<file path="src/rtl/mac_accumulator.sv">
// Dot-product accumulator behind the unsigned multiplier: sums LEN consecutive
// products per frame and presents each frame sum through a valid/ready output register.
module mac_accumulator #(
   parameter int WIDTH = 12,
   parameter int LEN   = 4,
   parameter int GUARD = 2
) (
   input  logic                       clk,
   input  logic                       rst_n,
   input  logic [2*WIDTH-1:0]         prod_in,
   input  logic                       in_valid,
   output logic                       in_ready,
   input  logic                       clear,
   output logic [2*WIDTH+GUARD-1:0]   sum_out,
   output logic                       out_valid,
   input  logic                       out_ready,
   output logic                       busy
);

   localparam int ACC_W = 2*WIDTH + GUARD;
   localparam int CNT_W = (LEN > 1) ? $clog2(LEN) : 1;
   localparam logic [CNT_W-1:0] CNT_LAST = CNT_W'(LEN - 1);

   logic [ACC_W-1:0] acc;
   logic [CNT_W-1:0] cnt;
   logic [ACC_W-1:0] prod_ext;
   logic [ACC_W-1:0] sum_next;
   logic             accept;
   logic             handoff;
   logic             last;

   // A pending result blocks input unless it leaves this same cycle.
   assign in_ready = !clear && (!out_valid || out_ready);
   assign accept   = in_valid && in_ready;
   assign handoff  = out_valid && out_ready;
   assign last     = (cnt == CNT_LAST);
   assign busy     = (cnt != '0);

   assign prod_ext = {{GUARD{1'b0}}, prod_in};
   assign sum_next = (cnt == '0) ? prod_ext : acc + prod_ext;

   always_ff @(posedge clk or negedge rst_n) begin
      if (!rst_n) begin
         acc       <= '0;
         cnt       <= '0;
         sum_out   <= '0;
         out_valid <= 1'b0;
      end else begin
         if (clear) begin
            acc <= '0;
            cnt <= '0;
         end else if (accept) begin
            if (last) begin
               sum_out <= sum_next;
               cnt     <= '0;
            end else begin
               acc <= sum_next;
               cnt <= cnt + CNT_W'(1);
            end
         end

         // A last-product accept wins over a handoff so back-to-back frames stay valid.
         if (accept && last)
            out_valid <= 1'b1;
         else if (handoff)
            out_valid <= 1'b0;
      end
   end

endmodule

</file>
<file path="config.mk">
export PLATFORM = sky130hd
export DESIGN_NAME = mac_accumulator
export DESIGN_NICKNAME = d
export VERILOG_FILES = /design/src/rtl/mac_accumulator.sv
export SDC_FILE = /design/constraint.sdc
export NUM_CORES = 1
export LEC_CHECK = 0
export BUFFER_PORTS_ARGS = -buffer_cell sky130_fd_sc_hd__clkbuf_2
export CAP_MARGIN = 20
export CORE_MARGIN = 1
export CORE_UTILIZATION = 35
export CTS_CLUSTER_SIZE = 40
export DETAILED_ROUTE_END_ITERATION = 8
export HOLD_SLACK_MARGIN = 0.06
export PLACE_DENSITY = 0.59
export SYNTH_ARGS = -nofsm -noshare
export SYNTH_HDL_FRONTEND = slang
export SYNTH_SLANG_ARGS = --single-unit
</file>
<file path="constraint.sdc">
create_clock -name clk -period 3.2 [get_ports clk]
set_input_delay 0.48 -clock clk [delete_from_list [all_inputs] [get_ports clk]]
set_output_delay 0.48 -clock clk [all_outputs]
set_load 0.03 [all_outputs]
</file>
==> After elaboration in Yosys (flattened, before gate mapping) <==
Cells that the tools add are included.
{ "classes": {"n_mux": 9, "bitwise_logic": 1, "n_reduce_logical": 13, "addsub": 2, "n_eq_ne": 2} }
{ "ops": {"columns": ["operator", "count"], "rows": [
  ["$mux 26", 4],
  ["$add 26x24->26", 1],
  ["$mux 2", 3],
  ["$reduce_bool 2->1", 3],
  ["$logic_and 1x1->1", 4],
  ["$reduce_and 3->1", 1],
  ["$add 2x1->2 const B", 1],
  ["$eq 2x2->1 const B", 1],
  ["$logic_not 1->1", 2],
  ["$logic_not 2->1", 1],
  ["$mux 1", 2],
  ["$ne 2x2->1 const B", 1],
  ["$reduce_and 2->1", 1],
  ["$logic_or 1x1->1", 1],
  ["$not 1->1", 1]
]} }
{ "totals": {"reg_bits": 55, "output_inout_bits": 29, "inputBits": 29, "wordCells": 31} }

==> Depth between registers and ports, before layout <==
Gate-level depths: netlist of the first run.
{ "logic_depth": {"ltp_word": 6, "mapped_depth": 10, "mapped_depth_nobuf": 10} }

==> Worst setup path before layout of the first run <==
Ideal clock, no wire load.
{ "synth_timing": {"path_type": "input to register", "startpoint": "input prod_in[0]", "endpoint": "register sum_out[24]", "setup_ns": 0.126, "required_ns": 3.074, "setup_slack_ns": 0.712, "stages": 10, "t_arrival_ns": 2.362, "path_buffers": 0, "path_cell_list": "ha_1 -> inv_1 -> fa_1 -> nor2b_4 -> o31a_1 -> o31a_1 -> o2111a_2 -> a22oi_2 -> mux2i_1 -> a221o_1"} }
{ "synth_via": {"elab_chain_len": 2} }
{ "synth_rtl": {"columns": ["item", "line_no", "text"], "rows": [
  ["from (decl)", "10", "input logic [2*WIDTH-1:0] prod_in,"],
  ["$add 26x24->26", "40", "assign sum_next = (cnt == '0) ? prod_ext : acc + prod_ext;"],
  ["$mux 26", "40", null],
  ["to (signal assigned)", "54", "sum_out <= sum_next;"],
  ["to (decl)", "14", "output logic [2*WIDTH+GUARD-1:0] sum_out,"]
]} }
No other way between the ends.
A chain may end at the register's enable or synchronous reset.

==> Final worst setup path of the first run <==
{ "layout_timing": {"startpoint": "register acc[0]", "endpoint": "register acc[20]"} }
{ "layout_via": {"elab_chain_len": 5} }
{ "layout_rtl": {"columns": ["item", "line_no", "text"], "rows": [
  ["from (decl)", "24", "logic [ACC_W-1:0] acc;"],
  ["from (signal assigned)", "57", "acc <= sum_next;"],
  ["$add 26x24->26", "40", null],
  ["$mux 26", "40", null],
  ["$mux 26", "53", "if (last) begin"],
  ["$mux 26", "52", "end else if (accept) begin"],
  ["$mux 26", "49", "if (clear) begin"]
]} }
No other way between the ends. The select of a mux whose other input is x is not followed.

==> run summary, run 1 <==
Num Clock Sinks - 55
Post-route setup slack - 0.573 ns
GRT Total Usage - 19.3%
Number of enable-type register cells in the synthesized netlist - 0
Most instantiated library cell after synthesis - sky130_fd_sc_hd__nand2_1
Yosys Warn Count - 0
Global placement routability congestion - 0.881
Proportion of synthesized area in mux cells - 5.10%
Post-detailed-route via-to-cell ratio - 5.62
Number of inserted diodes - 0
Sequential cell fraction of total power - 35.3%
Reported net switching power - 1.00 mW
Count of input and output buffers - 57
Critical R2R Capture - acc[20]
Die height - 110 µm
Cell taking the most area after synthesis - sky130_fd_sc_hd__dfrtp_1
Detailed-route via count - 3,739
Endpoints failing setup - 0
Post-route ant nets - 0
Drc violations - 0
Measured slew at the worst slew-check pin - 0.719 ns
Placed wire-length estimate after detailed placement - 8.23 mm
Number of hold-repair buffers added at the cts stage - 0
Global-route wire length before repair - 18.1 mm
Combinational group share of total power - 42.1%
Number of H-tree levels - 2
Top flip-flop cell by instance count after synthesis - sky130_fd_sc_hd__dfrtp_1
Post-synth top area share - 33.8%
Number of distinct standard cells referenced by the synthesized netlist - 64
Power per Cell Area - 535 mW/mm²
Area share of fa/ha/maj cells after synthesis - 8.48%
Latest clock arrival within the worst-skew pair - 0.30 ns
Clock input transition at the sequential cells of the worst setup and hold paths - 0.08 ns
Worst reg2reg path depth - 10
Final number of max-transition violations - 0
Clock Path Buffers - 2
Post-synthesis net count - 535
Synthesized area - 0.00407 mm²
Highest clock rate - 0.381 GHz
Setup bufs post-CTS - 0
Overall die area - 0.0121 mm²
FF-to-FF Start - acc[0]
Unrepaired setup endpoints after global routing - no
Combinational family with the most area after synthesis - compound AO/OA/AOI/OAI gates
Final critical-path required period - 2.63 ns
Setup TNS after final layout - 0 ns
Count of max-cap constraint violations - 0
Fraction of layout instances using a drive strength above 1 - 17.0%
Share of the core filled with cells - 40.8%
Crit path launch type - flop
Slew margin rel. - 51.8%
Number of buffers inserted during clock tree synthesis - 5
Via count of the first global-routing pass - 3,600
Initial DRT Pass Iterations - 4
Post_cts resized - 0
Per-instance average area after synthesis - 8.50 µm²
Area of the core - 0.0114 mm²
Leading cell types by total area after synthesis - sky130_fd_sc_hd__dfrtp_1, sky130_fd_sc_hd__ha_1, sky130_fd_sc_hd__nand2_1
Net count of the finished layout - 577
Post-route clock period utilization - 82.1%
Run status - finished clean
Arrival time at the worst endpoint - 2.78 ns
Total wirelength of the detailed-routed design - 11.2 mm
Required time at the worst-slack endpoint - 3.35 ns
Worst setup EP type - flop
Leakage - 2.22 nW
Async set-reset flop share out of synthesis - 100%
Antenna violations before repair - 0
Tightest Hold Check Type - input port to asynchronous set/reset pin
Root Buffer - sky130_fd_sc_hd__clkbuf_16
Routed wirelength normalized by instance count - 16.8 µm
Fraction of the yosys area taken by sequential cells - 33.8%
Synth Area in XOR/XNOR - 2.58%
Clock tree from TritonCTS - done
Number of standard cells after synthesis - 479
Simple-gate portion of the synthesized area - 22.5%
Worst setup timing slack at the placement stage - 0.339 ns
CP max FO - 7
Largest voltage drop on the vdd net - 0.280 mV
Synthesized flop and latch total - 55
List of most frequent post-synthesis cells - sky130_fd_sc_hd__nand2_1, sky130_fd_sc_hd__dfrtp_1, sky130_fd_sc_hd__o21ai_0
Number of placed I/O pins - 58
Site row count - 39
Final Hold Vio Count - 0
Largest net degree at the start of global routing - 49
Net switching share of the total power - 40.5%
Setup slack of the worst register-to-register path - 0.57 ns
Power share of the clock group - 22.6%
Relative area change from synthesis to final layout - 13.9%
Internal portion of total power - 1.48 mW
Number of DRC markers in iteration 0 - 182
Max Clock Skew - 0.00865 ns
Crit path kind - flop to flop
Die W - 110 µm
Initial cell density of the core - 35.8%
Overflow left after global routing - 0
Share of the synthesized area in compound gates (AO/OA/AOI/OAI) - 24.0%
[through the flow]
stage	power, mW	hold slack [ns]	cells	instance area (µm²)
detailed placement	1.93	0.470	657	4490
global route	2.64	0.182	665	4630
CTS	2.50	0.163	665	4630
global placement	1.92	0.462	657	4490
floorplan	1.64	0.184	479	4070
finish	2.48	0.144	665	4630
[cell usage in the layout (no fill, tap or decap), types with 4 or more instances in the layout]
cell and count:
sky130_fd_sc_hd__a31oi_1 5, sky130_fd_sc_hd__nand3b_1 15, sky130_fd_sc_hd__mux2_2 6, sky130_fd_sc_hd__clkbuf_2 57, sky130_fd_sc_hd__and3_1 12, sky130_fd_sc_hd__o211ai_1 4
sky130_fd_sc_hd__nand3_1 14, sky130_fd_sc_hd__nand2_1 57, sky130_fd_sc_hd__o21ai_1 7, sky130_fd_sc_hd__inv_1 7, sky130_fd_sc_hd__nor3b_1 4, sky130_fd_sc_hd__nor2b_1 5
sky130_fd_sc_hd__ha_1 26, sky130_fd_sc_hd__o21a_1 4, sky130_fd_sc_hd__a21o_1 11, sky130_fd_sc_hd__or3_1 4, sky130_fd_sc_hd__a211oi_1 4, sky130_fd_sc_hd__nand2b_1 6
sky130_fd_sc_hd__a21oi_1 27, sky130_fd_sc_hd__xnor2_1 6, sky130_fd_sc_hd__o31ai_1 8, sky130_fd_sc_hd__nor2_1 30, sky130_fd_sc_hd__mux2i_1 14, sky130_fd_sc_hd__dfrtp_1 55
sky130_fd_sc_hd__buf_4 6, sky130_fd_sc_hd__clkbuf_16 5, sky130_fd_sc_hd__o21ai_0 42, sky130_fd_sc_hd__xor2_1 6, sky130_fd_sc_hd__nor3_1 17
[registers in the layout, summed over array words and instances (netlist names)]
name       flops
out_valid      1
cnt            2
acc           26
sum_out       26
[cell families after synthesis]
family | Yosys count
simple gates | 181
compound gates | 147
flops | 55
buf+inv | 37
fa+ha+maj | 27
mux | 20
xor+xnor | 12
[layout make-up]
| class | count | area, µm² |
|---|---|---|
| timing repair buffer | 64 | 350 |
| clock inverter | 2 | 12.5 |
| multi-input combinational | 387 | 2560 |
| clock buffer | 6 | 129 |
| sequential | 55 | 1380 |
| tap | 143 | 179 |
| inverter | 8 | 30.0 |
| fill | 1197 | 6740 |
[power groups by stage]
stage	combinational [mW]	clock, mW	sequential (mW)
2_1_floorplan	0.622	0	1.02
5_1_grt	1.15	0.598	0.891
6_report	1.04	0.561	0.875
4_1_cts	1.05	0.574	0.877
3_3_place_gp	1.04	0	0.885
3_5_place_dp	1.04	0	0.891
[worst max-delay path, stage by stage (launching register included)]
cell	delay, ns
sky130_fd_sc_hd__dfrtp_1	0.35
sky130_fd_sc_hd__ha_1	0.18
sky130_fd_sc_hd__inv_1	0.06
sky130_fd_sc_hd__fa_1	0.42
sky130_fd_sc_hd__nor2b_4	0.15
sky130_fd_sc_hd__o31a_1	0.18
sky130_fd_sc_hd__o31a_1	0.18
sky130_fd_sc_hd__o2111a_2	0.33
sky130_fd_sc_hd__mux2_2	0.35
sky130_fd_sc_hd__o21ai_0	0.17
sky130_fd_sc_hd__o21ai_0	0.10
[how the worst max path moves through the flow]
stage	slack (ns)	from	endpoint	depth (start not counted)
finish	0.57	acc[0]	acc[20]	10
global route	0.39	acc[0]	acc[20]	10
CTS	0.55	acc[0]	acc[20]	10
detailed placement	0.34	prod_in[0]	acc[20]	11
global placement	0.40	prod_in[0]	acc[20]	11
floorplan	0.71	prod_in[0]	sum_out[24]	10
[layer usage]
layer / part of all wire (%) / track usage [%] / up-vias
met1: 49 / 26.7 / 1802
met5: 0 / 0 / -
met4: 0.88 / 3.24 / 0
met2: 46 / 32.1 / 86
met3: 4.2 / 2.90 / 11
li1: - / - / 1840
No activity file was read; power rests on OpenSTA's default activity.
==> inputs of run 2 (changes only) <==
Clock period 3.2 ns to 2.6 ns, I/O delays scaled along.
==> run 2 against run 1 <==
The run now ends with DRC left; maximum frequency rose by 4.9%; design area rose by 6.6%; global-route usage rose by 1.3 points; total power is 28% higher; utilization is 2.7 points higher; sequential share of layout area down 1.8 points; count of clock-buffer cells in the layout grew 1; clock skew decreased by 0.0016 ns; sequential power increased by 23%; flip-flop and latch count unchanged; setup slack worse by 0.48 ns; register-to-register slack got worse by 0.48 ns; critical path type unchanged.
==> run summary, run 2 (synthesized netlist as in run 1, its figures left out) <==
Largest net degree at the start of global routing - 49 (unchanged)
Detailed-route via count - 3,921 (+4.9%)
Net count of the finished layout - 614 (+6.4%)
Met2 track demand over resource in global routing - 35.8% (+3.6 points)
Count of input and output buffers - 57 (unchanged)
Latest clock arrival within the worst-skew pair - 0.30 ns (about the same)
Slew margin rel. - 57.0% (+5.2 points)
Number of buffers inserted during clock tree synthesis - 5 (unchanged)
Drc violations - 2 (+2)
Register area - 0.00138 mm² (unchanged)
Number of inserted diodes - 0 (unchanged)
Sequential cell fraction of total power - 33.9% (-1.4 points)
GRT met1 Usage - 26.7% (about the same)
Number of cells in the design after placement - 692 (+5.3%)
Area of placed instances - 0.00477 mm² (+6.1%)
Final critical-path required period - 2.50 ns (-0.122 ns)
Relative area change from synthesis to final layout - 21.4%
Crit path kind - flop to flop
Clock tree from TritonCTS - done
Arrival time at the worst endpoint - 2.69 ns (-0.09 ns)
Final standard cell area without fillers - 0.00494 mm² (+6.6%)
Global placement routability congestion - 0.946 (+7.4%)
Combinational group share of total power - 44.8% (+2.7 points)
Initial DRT Pass Iterations - 6 (+2)
Initial cell density of the core - 35.8% (unchanged)
Area of the core - 0.0114 mm² (unchanged)
Crit path launch type - flop
Power per Cell Area - 644 mW/mm² (+20%)
Num Clock Sinks - 55 (unchanged)
Final Hold Vio Count - 0 (unchanged)
Post-detailed-route via-to-cell ratio - 5.59 (-0.66%)
Largest voltage drop on the vdd net - 0.466 mV (+66%)
Count of max-cap constraint violations - 0 (unchanged)
Power share of the clock group - 21.3% (-1.3 points)
Endpoints failing setup - 0 (unchanged)
Die height - 110 µm (unchanged)
Setup TNS after final layout - 0 ns (unchanged)
Fraction of layout instances using a drive strength above 1 - 23.6% (+6.6 points)
Violations in the final reports - DRC
Unrepaired setup endpoints after global routing - yes
Routed wirelength normalized by instance count - 16.8 µm (-0.24%)
Max Clock Skew - 0.00709 ns (-0.00156 ns)
Antenna violations before repair - 0 (unchanged)
Measured slew at the worst slew-check pin - 0.641 ns (-0.0780 ns)
Overall die area - 0.0121 mm² (unchanged)
Multi-input gate area in the final layout - 0.00258 mm² (+0.83%)
Root Buffer - sky130_fd_sc_hd__clkbuf_16
Number of H-tree levels - 2 (unchanged)
Post-route clock period utilization - 96.3% (+14 points)
Net switching share of the total power - 39.8% (-0.75 points)
Commonest cells after routing, fill and taps aside - sky130_fd_sc_hd__nand2_1, sky130_fd_sc_hd__clkbuf_2, sky130_fd_sc_hd__dfrtp_1
Required time at the worst-slack endpoint - 2.79 ns (-0.56 ns)
Site row count - 39 (unchanged)
CP max FO - 7 (unchanged)
Tightest Hold Check Type - input port to asynchronous set/reset pin
Worst setup EP type - flop
Number of placed I/O pins - 58 (unchanged)
Via count of the first global-routing pass - 3,867 (+7.4%)
Placed wire-length estimate after detailed placement - 8.77 mm (+6.7%)
Count of non-filler cells in the finished layout - 702 (+5.6%)
Number of hold-repair buffers added at the cts stage - 0 (unchanged)
Number of DRC markers in iteration 0 - 228 (+25%)
Reported net switching power - 1.26 mW (+26%)
Most used routing layer - met2
Clock input transition at the sequential cells of the worst setup and hold paths - 0.07 ns (about the same)
Global-route wire length before repair - 19.2 mm (+5.9%)
Final number of max-transition violations - 0 (unchanged)
Number of filler cells placed in the layout - 1,145 (-4.3%)
Leakage - 2.41 nW (+8.5%)
Highest clock rate - 0.399 GHz (+4.9%)
Run status - finished, violations left
Overflow left after global routing - 0 (unchanged)
Total wirelength of the detailed-routed design - 11.8 mm (+5.3%)
GRT Total Usage - 20.7% (+1.3 points)
Die W - 110 µm (unchanged)
Clock Path Buffers - 2 (unchanged)
Post-route ant nets - 0 (unchanged)
Internal portion of total power - 1.92 mW (+30%)
Registers with the most flip-flops - acc x26, sum_out x26, cnt x2
Global-route track usage on met3 - 2.96% (+0.059 points)
run 2: path summary, 6_finish.rpt:
check / cells after the start / from / endpoint / slack [ns]
max: 10 / acc[0] / sum_out[18] / 0.1
min: 1 / rst_n / acc[17] / 0.06
max reg2reg: 10 / acc[0] / sum_out[18] / 0.1
min reg2reg: 2 / sum_out[1] / sum_out[1] / 0.48
max in group asynchronous: 2 / rst_n / sum_out[11] / 1.94
min in group clk: 2 / clear / cnt[1] / 0.34
run 2: routing by layer:
metal  part of all wire [%]  up-vias
met5                      0        -
met4                    1.7        0
met3                    4.5       17
met2                     48       99
met1                     46     1882
li1                       -     1923
run 2: through the flow:
stage,hold WS [ns],utilization [%],setup WS [ns],power (mW)
6_report,0.0569,43.5,0.0954,3.18
5_1_grt,0.0936,43.5,-0.0197,3.39
4_1_cts,0.0792,43.1,0.00435,3.19
3_5_place_dp,0.403,41.9,-0.122,2.50
3_3_place_gp,0.388,41.9,-0.0599,2.48
2_1_floorplan,0.0944,-,0.202,2.02
run 2: worst max-delay path, stage by stage, from the launching register on:
cell                       delay (ns)
sky130_fd_sc_hd__dfrtp_1         0.39
sky130_fd_sc_hd__ha_2            0.19
sky130_fd_sc_hd__inv_2           0.05
sky130_fd_sc_hd__fa_2            0.22
sky130_fd_sc_hd__nor2b_4         0.05
sky130_fd_sc_hd__o31a_1          0.25
sky130_fd_sc_hd__o31a_1          0.27
sky130_fd_sc_hd__o2111a_2        0.34
sky130_fd_sc_hd__o22ai_2         0.20
sky130_fd_sc_hd__xnor2_1         0.11
sky130_fd_sc_hd__a221o_1         0.33
run 2: layout make-up:
| class | count | share of cell area (%) |
|---|---|---|
| Multi-Input combinational cell | 387 | 52.2 |
| Sequential cell | 55 | 27.8 |
| Timing Repair Buffer | 101 | 13.0 |
| Tap cell | 143 | 3.62 |
| Clock buffer | 7 | 2.68 |
| Inverter | 8 | 0.608 |
| Clock inverter | 1 | 0.101 |
run 2: power groups by stage:
stage	clock, mW	combinational [mW]	sequential (mW)
global placement	0	1.39	1.09
CTS	0.697	1.41	1.08
detailed placement	0	1.40	1.10
floorplan	0	0.765	1.26
global route	0.727	1.56	1.10
finish	0.679	1.42	1.08
run 2: repair_timing:
| action | in CTS | in global routing |
|---|---|---|
| gates resized for setup | 0 | 10 |
| setup endpoints to repair | 0 | 13 |
| setup buffers | 0 | 2 |
